### config.mk
export PLATFORM = sky130hd
export DESIGN_NAME = rr_sel_arbiter_flat
export DESIGN_NICKNAME = d
export VERILOG_FILES = /design/src/rtl/rr_sel_if.sv /design/src/rtl/rr_sel_arbiter.sv /design/src/flat_wrapper.sv
export SDC_FILE = /design/constraint.sdc
export NUM_CORES = 1
export LEC_CHECK = 0
export BUFFER_PORTS_ARGS = -buffer_cell sky130_fd_sc_hd__buf_4
export CAP_MARGIN = 20
export CORE_ASPECT_RATIO = 2
export CORE_MARGIN = 10
export CORE_UTILIZATION = 41
export DETAILED_ROUTE_END_ITERATION = 8
export PLACE_DENSITY = 0.76
export SKIP_CTS_REPAIR_TIMING = 1
export SLEW_MARGIN = 20
export SYNTH_ARGS = -nofsm -noshare
export SYNTH_HDL_FRONTEND = slang
export SYNTH_SLANG_ARGS = --single-unit
### constraint.sdc
create_clock -name clk -period 4.2 [get_ports clk]
set_clock_uncertainty 0.1 [all_clocks]
set_input_delay 0.84 -clock clk [delete_from_list [all_inputs] [get_ports clk]]
set_output_delay 0.84 -clock clk [all_outputs]
set_load 0.02 [all_outputs]
### src/rtl/rr_sel_if.sv
// Handshake bundle between the round-robin arbiter, its eight requesters and
// the downstream byte consumer.
interface rr_sel_if #(
  parameter int N = 8,
  parameter int W = 8
);
  localparam int SW = $clog2(N);

  logic [N-1:0]   req;
  logic [N*W-1:0] din;
  logic [N-1:0]   gnt;
  logic [SW-1:0]  sel;
  logic [N-1:0]   ack;
  logic [W-1:0]   dout;
  logic           dout_valid;
  logic           dout_ready;

  // arbiter side: owns grant, select, beat acknowledge and the output stage
  modport master (
    input  req, din, dout_ready,
    output gnt, sel, ack, dout, dout_valid
  );

  // requesters and consumer side
  modport slave (
    output req, din, dout_ready,
    input  gnt, sel, ack, dout, dout_valid
  );
endinterface

### src/rtl/rr_sel_arbiter.sv
// Round-robin arbiter for the shared 8:1 byte-select datapath. Grants one
// requester at a time for up to BURST beats and registers the selected byte
// into a valid/ready output stage.
//
// state | meaning
// IDLE  | no grant; scan req from ptr and pick the next requester
// GRANT | gnt/sel point at one requester; beats move while the slot is free
module rr_sel_arbiter #(
  parameter int N     = 8,
  parameter int W     = 8,
  parameter int BURST = 4
) (
  input  logic     clk,
  input  logic     rst_n,
  rr_sel_if.master bus
);
  localparam int SW = $clog2(N);

  typedef enum logic {IDLE = 1'b0, GRANT = 1'b1} state_t;

  state_t        state, state_nxt;
  logic [SW-1:0] ptr, ptr_nxt;
  logic [SW-1:0] sel, sel_nxt;
  logic [N-1:0]  gnt, gnt_nxt;
  logic [3:0]    cnt, cnt_nxt;
  logic [W-1:0]  dout, dout_nxt;
  logic          dout_valid, dout_valid_nxt;

  logic          slot_free;
  logic          beat;
  logic          found;
  logic [SW-1:0] pick;
  logic [SW-1:0] idx;
  logic [W-1:0]  din_sel;

  // the output register can accept a new byte if empty or being drained now
  assign slot_free = !dout_valid | bus.dout_ready;
  assign beat      = (state == GRANT) & bus.req[sel] & slot_free;
  assign bus.ack   = beat ? (N'(1) << sel) : '0;

  assign bus.gnt        = gnt;
  assign bus.sel        = sel;
  assign bus.dout       = dout;
  assign bus.dout_valid = dout_valid;

  // byte mux on the registered select
  always_comb begin
    din_sel = '0;
    for (int i = 0; i < N; i++) begin
      if (sel == SW'(i)) din_sel = bus.din[i*W +: W];
    end
  end

  // first requester at or after ptr, wrapping modulo N
  always_comb begin
    found = 1'b0;
    pick  = ptr;
    idx   = '0;
    for (int i = 0; i < N; i++) begin
      idx = ptr + SW'(i);
      if (!found && bus.req[idx]) begin
        found = 1'b1;
        pick  = idx;
      end
    end
  end

  // next-state, grant bookkeeping and output-stage update
  always_comb begin
    state_nxt      = state;
    ptr_nxt        = ptr;
    sel_nxt        = sel;
    gnt_nxt        = gnt;
    cnt_nxt        = cnt;
    dout_nxt       = dout;
    dout_valid_nxt = dout_valid;

    // a waiting byte drains whenever no new beat replaces it
    if (!beat && bus.dout_ready) dout_valid_nxt = 1'b0;

    case (state)
      IDLE: begin
        if (found) begin
          state_nxt = GRANT;
          gnt_nxt   = N'(1) << pick;
          sel_nxt   = pick;
          cnt_nxt   = '0;
        end
      end
      GRANT: begin
        if (beat) begin
          dout_nxt       = din_sel;
          dout_valid_nxt = 1'b1;
          cnt_nxt        = cnt + 4'd1;
        end
        // req is only checked here, so a beat already captured is never lost
        if (!bus.req[sel] || (beat && cnt_nxt == 4'(BURST))) begin
          state_nxt = IDLE;
          gnt_nxt   = '0;
          ptr_nxt   = sel + SW'(1);
        end
      end
      default: state_nxt = IDLE;
    endcase
  end

  // state and output registers
  always_ff @(posedge clk or negedge rst_n) begin
    if (!rst_n) begin
      state      <= IDLE;
      ptr        <= '0;
      sel        <= '0;
      gnt        <= '0;
      cnt        <= '0;
      dout       <= '0;
      dout_valid <= 1'b0;
    end else begin
      state      <= state_nxt;
      ptr        <= ptr_nxt;
      sel        <= sel_nxt;
      gnt        <= gnt_nxt;
      cnt        <= cnt_nxt;
      dout       <= dout_nxt;
      dout_valid <= dout_valid_nxt;
    end
  end
endmodule

### src/flat_wrapper.sv
// flat-port wrapper written by rule: the top's interface ports become plain ports
module rr_sel_arbiter_flat 
#(
  parameter int N     = 8,
  parameter int W     = 8,
  parameter int BURST = 4
)
  (clk, rst_n, bus_req, bus_din, bus_dout_ready, bus_gnt, bus_sel, bus_ack, bus_dout, bus_dout_valid);
  rr_sel_if #(.N(N), .W(W)) bus_i ();
  input  logic clk;
  input  logic rst_n;
  input wire logic [$bits(bus_i.req)-1:0] bus_req;
  input wire logic [$bits(bus_i.din)-1:0] bus_din;
  input wire logic [$bits(bus_i.dout_ready)-1:0] bus_dout_ready;
  output wire logic [$bits(bus_i.gnt)-1:0] bus_gnt;
  output wire logic [$bits(bus_i.sel)-1:0] bus_sel;
  output wire logic [$bits(bus_i.ack)-1:0] bus_ack;
  output wire logic [$bits(bus_i.dout)-1:0] bus_dout;
  output wire logic [$bits(bus_i.dout_valid)-1:0] bus_dout_valid;
  assign bus_i.req = bus_req;
  assign bus_i.din = bus_din;
  assign bus_i.dout_ready = bus_dout_ready;
  assign bus_gnt = bus_i.gnt;
  assign bus_sel = bus_i.sel;
  assign bus_ack = bus_i.ack;
  assign bus_dout = bus_i.dout;
  assign bus_dout_valid = bus_i.dout_valid;
  rr_sel_arbiter #(.N(N), .W(W), .BURST(BURST)) u_core (.clk(clk), .rst_n(rst_n), .bus(bus_i));
endmodule
==> results of run 1 <==
routing by layer:
| layer | up-vias | routed length [µm] | track usage | share of wire |
|---|---|---|---|---|
| li1 | 1405 | - | - | - |
| met1 | 1381 | 3120 | 0.157 | 0.32 |
| met2 | 137 | 5350 | 0.340 | 0.54 |
| met5 | - | 0 | 0 | 0 |
| met4 | 0 | 478 | 0.0992 | 0.049 |
| met3 | 33 | 876 | 0.0326 | 0.089 |
sequential cells by signal, indices dropped and copies added (netlist names):
signal and cells:
u_core.bus.gnt 8, u_core.bus.dout_valid 1, u_core.state 1, u_core.cnt 4, u_core.bus.sel 3, u_core.ptr 3
u_core.bus.dout 8
worst paths after layout:
path                              startpoint            endpoint  slack, ns  depth (start not counted)
min in group clk           u_core.bus.gnt[7]   u_core.bus.gnt[7]       0.39                          2
min reg2reg                u_core.bus.gnt[7]   u_core.bus.gnt[7]       0.39                          2
max in group asynchronous              rst_n       u_core.ptr[0]       3.36                          1
max                            u_core.ptr[1]   u_core.bus.gnt[1]       0.69                          9
max reg2reg                    u_core.ptr[1]   u_core.bus.gnt[1]       0.69                          9
min                                    rst_n  u_core.bus.dout[7]       0.38                          1
area by class of cell:
cell class	instances	area, µm²	share of cell area
Sequential cell	28	701	0.187
Timing Repair Buffer	106	796	0.212
Clock inverter	1	30.0	0.00801
Multi-Input combinational cell	262	2000	0.534
Clock buffer	3	75.1	0.0200
Tap cell	88	110	0.0294
Inverter	10	37.5	0.0100
stage by stage:
| stage | hold slack (ns) | cells | utilization | power, mW | instance area (µm²) |
|---|---|---|---|---|---|
| final | 0.376 | 498 | 0.562 | 3.41 | 3750 |
| after global routing | 0.406 | 498 | 0.562 | 3.66 | 3750 |
| after CTS | 0.388 | 498 | 0.562 | 3.40 | 3750 |
| after detailed placement | 0.373 | 494 | 0.546 | 3.11 | 3640 |
| after global placement | 0.369 | 494 | 0.546 | 3.05 | 3640 |
| after floorplan | 0.383 | 319 | - | 2.43 | 2830 |
cell families (layout without fill, tap and decap cells):
logic type	after synthesis	count (layout)
compound gates	115	115
xor+xnor	5	5
fa+ha+maj	9	9
buf+inv	29	120
flops	28	28
mux	25	25
simple gates	108	108
layout by cell type, fill, tap and decap left out, types with 2 or more instances in the layout:
cell / instances
nor4b_1: 2
a21oi_1: 27
or3_1: 2
o21ai_0: 17
o211ai_1: 9
inv_1: 10
a221oi_1: 8
o311ai_0: 8
buf_4: 106
o31ai_1: 9
o21ai_1: 3
ha_1: 9
nand2_2: 2
xnor2_1: 4
mux4_2: 10
o21a_1: 2
nand2_1: 44
mux2i_1: 8
nor3_1: 3
mux2i_4: 4
and3_1: 4
nand3_1: 2
nand4_1: 2
and2_1: 5
clkbuf_16: 3
mux2_2: 2
nor3b_1: 2
nor2b_1: 6
a22o_1: 10
nand2b_1: 5
nand3b_1: 3
nor4_2: 2
a211oi_1: 2
a21o_1: 3
dfrtp_1: 28
nor2_1: 20
critical path: stages, from the launching register on:
cell	delay, ns
dfrtp_1	0.35
inv_1	0.09
ha_1	0.62
mux4_2	0.67
mux2i_4	0.28
o32ai_2	0.17
a32o_1	0.31
nor4_2	0.33
o21ai_1	0.20
o31ai_1	0.29
power groups by stage:
stage	clock network, mW	registers, mW	logic (mW)
finish	0.292	0.512	2.61
floorplan	0	0.531	1.90
CTS	0.289	0.511	2.60
global placement	0	0.511	2.54
detailed placement	0	0.516	2.59
global route	0.304	0.529	2.83
==> qor.txt, run 1 <==
status - complete, no violations
share of the synthesized area in the top cell type - 0.248
final worst-path cycle share - 0.835
worst slack at placement - 0.708 ns
# setup viols final - 0
Routed Antenna Nets - 0
main combinational cell family by area after synthesis - compound AO/OA/AOI/OAI gates
Pins Over Slew Limit - 0
CP Capture Type - flop
total vias in the final route - 2956
Final Critical Period - 3.51 ns
setup slack after layout - 0.695 ns
f_max - 285 MHz
Ports - 103
Max-Cap Viols - 0
number of global-route vias before repair - 3005
most frequent cell after synthesis - nand2_1
Clock power frac - 0.085
Comb pwr share - 0.764
CTS Sinks - 28
Synth Area in Compound Gates - 0.301
core footprint - 0.00667 mm²
Post-synth EDFFs - 0
pwr dens - 910 mW/mm²
Remaining Overflow, GRT - 0
share of cells above drive strength 1 - 0.346
RSZ-0062 raised after global routing - no
Worst-Skew Late Latency - 0.27 ns
Buffers on Ports - 102
flops & latches, synth - 28
syn_nets - 403
Post-Synth XOR/XNOR Area - 0.0221
top cells by count, synth - 44 x nand2_1, 28 x dfrtp_1, 27 x a21oi_1, 20 x nor2_1, 17 x o21ai_0
Pint - 1.62 mW
Crit path required time - 4.27 ns
switching part of the total - 0.526
TritonCTS Buffers - 3
synthesized area - 0.00283 mm²
worst-path maximum fanout - 13
fillers - 653
Synth async-reset ratio - 1.00
clk root buf - clkbuf_16
Tightest Pin Transition - 0.683 ns
# diodes - 0
number of detailed-route iterations in the first pass - 5
Max Root-Sink Buffers - 2
P_sw - 1.79 mW
top post-synthesis cells by area - dfrtp_1 25%, mux4_2 8.0%, nand2_1 5.8%
Die Y - 137 µm
largest net degree at the start of global routing - 29
Seq/Total Area, Yosys - 0.248
Die W - 78.7 µm
leakage - 1.63 nW
Final Hold Fails - 0
synthesized area per cell - 8.86 µm²
Primary FF master, synth - dfrtp_1
GRT Total Usage - 0.173
Worst Hold Class - in -> async
TritonCTS clock tree - done
max_slew headroom - 0.543
nets - 495
H-tree Lvls - 1
vias per inst - 5.94
initial core utilization - 0.424
routed wire length - 9.82 mm
count of cell types in the netlist - 61
Worst-path clk slew - 0.07 ns
first-pass GRT wire length - 15.0 mm
crit path DAT - 3.58 ns
post-synthesis simple-gate area fraction - 0.192
setup TNS - 0 ns
routed len/inst - 19.7 µm
DRC errors left - 0
row count - 42
initial antenna violation count - 0
Placer Congestion - 0.895
Startpoint Class - flop
Synth area leader - dfrtp_1
post-synthesis mux area share - 0.153
Adder-Cell Fraction of Synth Area - 0.0398
peak supply drop - 0.000480 V
Setup CP Type - reg -> reg
synth warn - 0
Reg power frac - 0.150
DP HPWL - 7.94 mm
Post-Syn Instances - 319
full die area - 0.0108 mm²
area grow syn2layout - 32.6%
initial DRC count - 172
Power figures use the tool's default switching activity.
==> inputs of run 2 (changes only) <==
- clock period: 4.2 -> 3.6 ns (I/O delays scaled with it)
==> run 2 against run 1 <==
Against the previous run:
- register-to-register slack got worse by 0.37 ns
- clock power rose by 14%
- total power grew 17%
- critical path depth unchanged
- largest cell class unchanged
- largest power group unchanged
==> qor.txt, run 2 (same netlist as run 1, synthesis figures left out) <==
status - complete, no violations (unchanged)
setup TNS - 0 ns (unchanged)
Final Hold Fails - 0 (unchanged)
biggest regs - u_core.bus.dout x8, u_core.bus.gnt x8, u_core.cnt x4 (unchanged)
full die area - 0.0108 mm² (unchanged)
DP Area - 0.00367 mm² (was 0.00364 mm²)
area grow syn2layout - 33.7% (was 32.6%)
DRC errors left - 0 (unchanged)
worst-path maximum fanout - 6 (was 13)
nets - 499 (was 495)
Max Root-Sink Buffers - 2 (unchanged)
TritonCTS clock tree - done (unchanged)
Total Power - 4.00 mW (was 3.41 mW)
Max-Cap Viols - 0 (unchanged)
Ports - 103 (unchanged)
initial DRC count - 156 (was 172)
largest net degree at the start of global routing - 29 (unchanged)
Tightest Pin Transition - 0.658 ns (was 0.683 ns)
H-tree Lvls - 1 (unchanged)
Pins Over Slew Limit - 0 (unchanged)
Worst-Skew Late Latency - 0.27 ns (about the same)
GRT Total Usage - 0.175 (was 0.173)
Worst Hold Class - in -> async (unchanged)
most frequent cells in the layout - 110 x buf_4, 44 x nand2_1, 28 x dfrtp_1, 27 x a21oi_1, 20 x nor2_1 (was 106 x buf_4, 44 x nand2_1, 28 x dfrtp_1, 27 x a21oi_1, 20 x nor2_1)
max_slew headroom - 0.560 (was 0.543)
Die W - 78.7 µm (unchanged)
number of detailed-route iterations in the first pass - 4 (was 5)
Final Cell Area - 0.00378 mm² (was 0.00375 mm²)
# diodes - 0 (unchanged)
# setup viols final - 0 (unchanged)
Core Util, Final - 0.566 (was 0.562)
Die Y - 137 µm (unchanged)
DP HPWL - 7.97 mm (was 7.94 mm)
most common cell after layout, fill and taps aside - buf_4 (unchanged)
total vias in the final route - 2991 (was 2956)
row count - 42 (unchanged)
f_max - 305 MHz (was 285 MHz)
number of global-route vias before repair - 3061 (was 3005)
Worst-path clk slew - 0.07 ns (about the same)
crit path DAT - 3.35 ns (was 3.58 ns)
initial antenna violation count - 0 (unchanged)
peak supply drop - 0.000687 V (was 0.000480 V)
CP Capture Type - flop (unchanged)
initial core utilization - 0.424 (unchanged)
Setup CP Type - reg -> reg (unchanged)
Startpoint Class - flop (unchanged)
share of cells above drive strength 1 - 0.353 (was 0.346)
clk root buf - clkbuf_16 (unchanged)
Remaining Overflow, GRT - 0 (unchanged)
core footprint - 0.00667 mm² (unchanged)
Crit path required time - 3.67 ns (was 4.27 ns)
final hold slack - 0.257 ns (was 0.376 ns)
Buffers on Ports - 102 (unchanged)
pwr dens - 1060 mW/mm² (was 910 mW/mm²)
TritonCTS Buffers - 3 (unchanged)
Routed Antenna Nets - 0 (unchanged)
routed wire length - 9.60 mm (was 9.82 mm)
vias per inst - 5.96 (was 5.94)
first-pass GRT wire length - 15.3 mm (was 15.0 mm)
worst slack at placement - 0.322 ns (was 0.708 ns)
final worst-path cycle share - 0.909 (was 0.835)
final non-filler cell total - 502 (was 498)
CTS Sinks - 28 (unchanged)
Placed Instances - 498 (was 494)
leakage - 1.65 nW (was 1.63 nW)
routed len/inst - 19.1 µm (was 19.7 µm)
Final Critical Period - 3.27 ns (was 3.51 ns)
Placer Congestion - 0.906 (was 0.895)
setup slack after layout - 0.326 ns (was 0.695 ns)
RSZ-0062 raised after global routing - no (unchanged)
run 2: cell count changes in the layout (fill, tap and decap cells not counted):
cell   previous run  this run
buf_4           106       110
run 2: power by group:
part | internal (mW) | switching (mW)
Combinational | 1.27 | 1.82
Clock | 0.222 | 0.112
Sequential | 0.434 | 0.132
Total | 1.93 | 2.07
run 2: final cells by class:
| type | count | area, µm² |
|---|---|---|
| clock buffer | 3 | 75.1 |
| clock inverter | 1 | 30.0 |
| fill | 611 | 2890 |
| inverter | 10 | 37.5 |
| multi-input combinational | 262 | 2000 |
| sequential | 28 | 701 |
| tap | 88 | 110 |
| timing repair buffer | 110 | 826 |
run 2: per-layer routing:
| layer | vias to the layer above | GRT usage | routed length (µm) |
|---|---|---|---|
| met3 | 28 | 0.0307 | 666 |
| met2 | 131 | 0.340 | 5300 |
| met5 | - | 0 | 0 |
| met1 | 1420 | 0.162 | 3140 |
| li1 | 1412 | - | - |
| met4 | 0 | 0.109 | 488 |
run 2: critical path, stage by stage (launching register included):
cell,delay (ns)
dfrtp_1,0.35
inv_1,0.09
ha_1,0.45
mux4_2,0.64
mux2i_4,0.29
o32ai_2,0.16
a32o_1,0.31
nor4_2,0.33
o21ai_1,0.18
o31ai_1,0.27
run 2: path summary, 6_finish.rpt:
| check | slack, ns | depth (start not counted) | to | startpoint |
|---|---|---|---|---|
| min in group clk | 0.38 | 2 | u_core.bus.gnt[0] | u_core.bus.gnt[0] |
| worst max-delay path | 0.33 | 9 | u_core.bus.gnt[4] | u_core.ptr[1] |
| worst min register to register | 0.38 | 2 | u_core.bus.gnt[0] | u_core.bus.gnt[0] |
| max in group asynchronous | 2.88 | 1 | u_core.ptr[2] | rst_n |
| worst min-delay path | 0.26 | 1 | u_core.bus.dout[6] | rst_n |
| worst max register to register | 0.33 | 9 | u_core.bus.gnt[4] | u_core.ptr[1] |
==> inputs of run 3 (changes only) <==
- ABC_AREA: not set -> 0
- RECOVER_POWER: not set -> 100
==> run 3 against run 2 <==
Against the previous run:
- the run now ends with max-capacitance violations left
- register-to-register slack got worse by 0.03 ns
- critical path depth fell by 3
- combinational power fell by 3%
- first-iteration DRC count fell by 15%
- count of clock-buffer cells in the layout did not move
- flip-flop and latch count did not move
- largest power group unchanged
==> qor.txt, run 3 (same netlist as run 1, synthesis figures left out) <==
status - finished, violations left (was complete, no violations)
violations in the final reports - max-capacitance violations
Max Root-Sink Buffers - 2 (unchanged)
DRC errors left - 0 (unchanged)
Pins Over Slew Limit - 0 (unchanged)
initial antenna violation count - 0 (unchanged)
most frequent cells in the layout - 82 x buf_4, 44 x nand2_1, 28 x clkbuf_1, 28 x dfrtp_1, 27 x a21oi_1 (was 110 x buf_4, 44 x nand2_1, 28 x dfrtp_1, 27 x a21oi_1, 20 x nor2_1)
full die area - 0.0108 mm² (unchanged)
Remaining Overflow, GRT - 0 (unchanged)
Final Hold Fails - 0 (unchanged)
DP Area - 0.00367 mm² (unchanged)
# setup viols final - 0 (unchanged)
first-pass GRT wire length - 15.3 mm (unchanged)
final hold slack - 0.377 ns (was 0.257 ns)
initial core utilization - 0.424 (unchanged)
Worst-Skew Late Latency - 0.27 ns (about the same)
Worst Hold Class - reg -> reg (was in -> async)
DP HPWL - 7.97 mm (unchanged)
row count - 42 (unchanged)
Die Y - 137 µm (unchanged)
most common cell after layout, fill and taps aside - buf_4 (unchanged)
Startpoint Class - flop (unchanged)
f_max - 301 MHz (was 305 MHz)
max_slew headroom - 0.00625 (was 0.560)
clk root buf - clkbuf_16 (unchanged)
Placer Congestion - 0.906 (unchanged)
crit path DAT - 2.50 ns (was 3.35 ns)
routed len/inst - 19.1 µm (about the same)
Routed Antenna Nets - 0 (unchanged)
Max-Cap Viols - 1 (was 0)
crit path cell chain - mux4_2, mux2i_1, nand2b_1, nor2_1, and3_1, clkbuf_1 (was inv_1, ha_1, mux4_2, mux2i_4, o32ai_2, a32o_1, nor4_2, o21ai_1, o31ai_1)
core footprint - 0.00667 mm² (unchanged)
H-tree Lvls - 1 (unchanged)
CP max-delay cell - nor2_1 (was mux4_2)
area grow syn2layout - 29.5% (was 33.7%)
Final Cell Area - 0.00366 mm² (was 0.00378 mm²)
largest net degree at the start of global routing - 29 (unchanged)
share of cells above drive strength 1 - 0.283 (was 0.353)
routed wire length - 9.60 mm (about the same)
Worst-path clk slew - 0.07 ns (about the same)
nets - 499 (unchanged)
CTS Sinks - 28 (unchanged)
Buffers on Ports - 102 (unchanged)
peak supply drop - 0.000683 V (was 0.000687 V)
GRT Total Usage - 0.175 (unchanged)
Final Critical Period - 3.32 ns (was 3.27 ns)
CP Capture Type - output pin (was flop)
setup TNS - 0 ns (unchanged)
pwr dens - 1060 mW/mm² (about the same)
number of global-route vias before repair - 3061 (unchanged)
TritonCTS Buffers - 3 (unchanged)
final worst-path cycle share - 0.922 (was 0.909)
Ports - 103 (unchanged)
RSZ-0062 raised after global routing - no (unchanged)
Crit path required time - 2.78 ns (was 3.67 ns)
number of detailed-route iterations in the first pass - 6 (was 4)
Setup CP Type - reg -> out (was reg -> reg)
vias per inst - 5.92 (was 5.96)
initial DRC count - 132 (was 156)
leakage - 1.52 nW (was 1.65 nW)
TritonCTS clock tree - done (unchanged)
worst-path maximum fanout - 8 (was 6)
total vias in the final route - 2973 (was 2991)
biggest regs - u_core.bus.dout x8, u_core.bus.gnt x8, u_core.cnt x4 (unchanged)
Die W - 78.7 µm (unchanged)
Tightest Pin Transition - 1.49 ns (was 0.658 ns)
# diodes - 0 (unchanged)
crit-path max cell delay - 0.53 ns (was 0.64 ns)
## run 3: changes by cell type in the layout (fill, tap and decap cells not counted), sizes merged
cell | before | now
buf | 110 | 82
clkbuf | 3 | 31
## run 3: power by group
| group | switching (mW) | internal, mW |
|---|---|---|
| logic | 1.81 | 1.19 |
| registers | 0.130 | 0.434 |
| clock network | 0.110 | 0.222 |
## run 3: worst max-delay path, delay by kind of cell (launching register included)
| family | cells | cell delay, ns |
|---|---|---|
| flops | 1 | 0.48 |
| buf+inv | 1 | 0.27 |
| simple gates | 3 | 0.97 |
| mux | 2 | 0.50 |
## run 3: per-layer routing
layer | vias up | track usage | part of all wire | wire length, µm
met2 | 129 | 0.340 | 0.55 | 5250
met1 | 1404 | 0.162 | 0.33 | 3130
met5 | - | 0 | 0 | 0
li1 | 1411 | - | - | -
met3 | 29 | 0.0307 | 0.077 | 740
met4 | 0 | 0.109 | 0.050 | 476
## run 3: worst paths after layout
check | depth (start not counted) | to | start | slack, ns
max | 6 | bus_ack[5] | u_core.bus.sel[0] | 0.28
min | 2 | u_core.bus.gnt[0] | u_core.bus.gnt[0] | 0.38
max reg2reg | 9 | u_core.bus.gnt[2] | u_core.ptr[1] | 0.30
min reg2reg | 2 | u_core.bus.gnt[0] | u_core.bus.gnt[0] | 0.38
max in group asynchronous | 1 | u_core.ptr[2] | rst_n | 1.83
min in group asynchronous | 1 | u_core.bus.dout[6] | rst_n | 0.70
## run 3: final cells by class
class                           count  area, µm²
Fill cell                         640       3010
Sequential cell                    28        701
Inverter                           10       37.5
Timing Repair Buffer              110        721
Clock buffer                        3       75.1
Tap cell                           88        110
Multi-Input combinational cell    262       1990
Clock inverter                      1       30.0
## run 3: metrics by stage
stage               total power [mW]   util  worst slack (ns)  std cells
floorplan                       2.84      -             0.183        319
global placement                3.61  0.551             0.396        498
detailed placement              3.66  0.551             0.322        498
CTS                             4.01  0.566             0.320        502
global route                    4.21  0.549             0.102        502
finish                          3.90  0.549             0.282        502
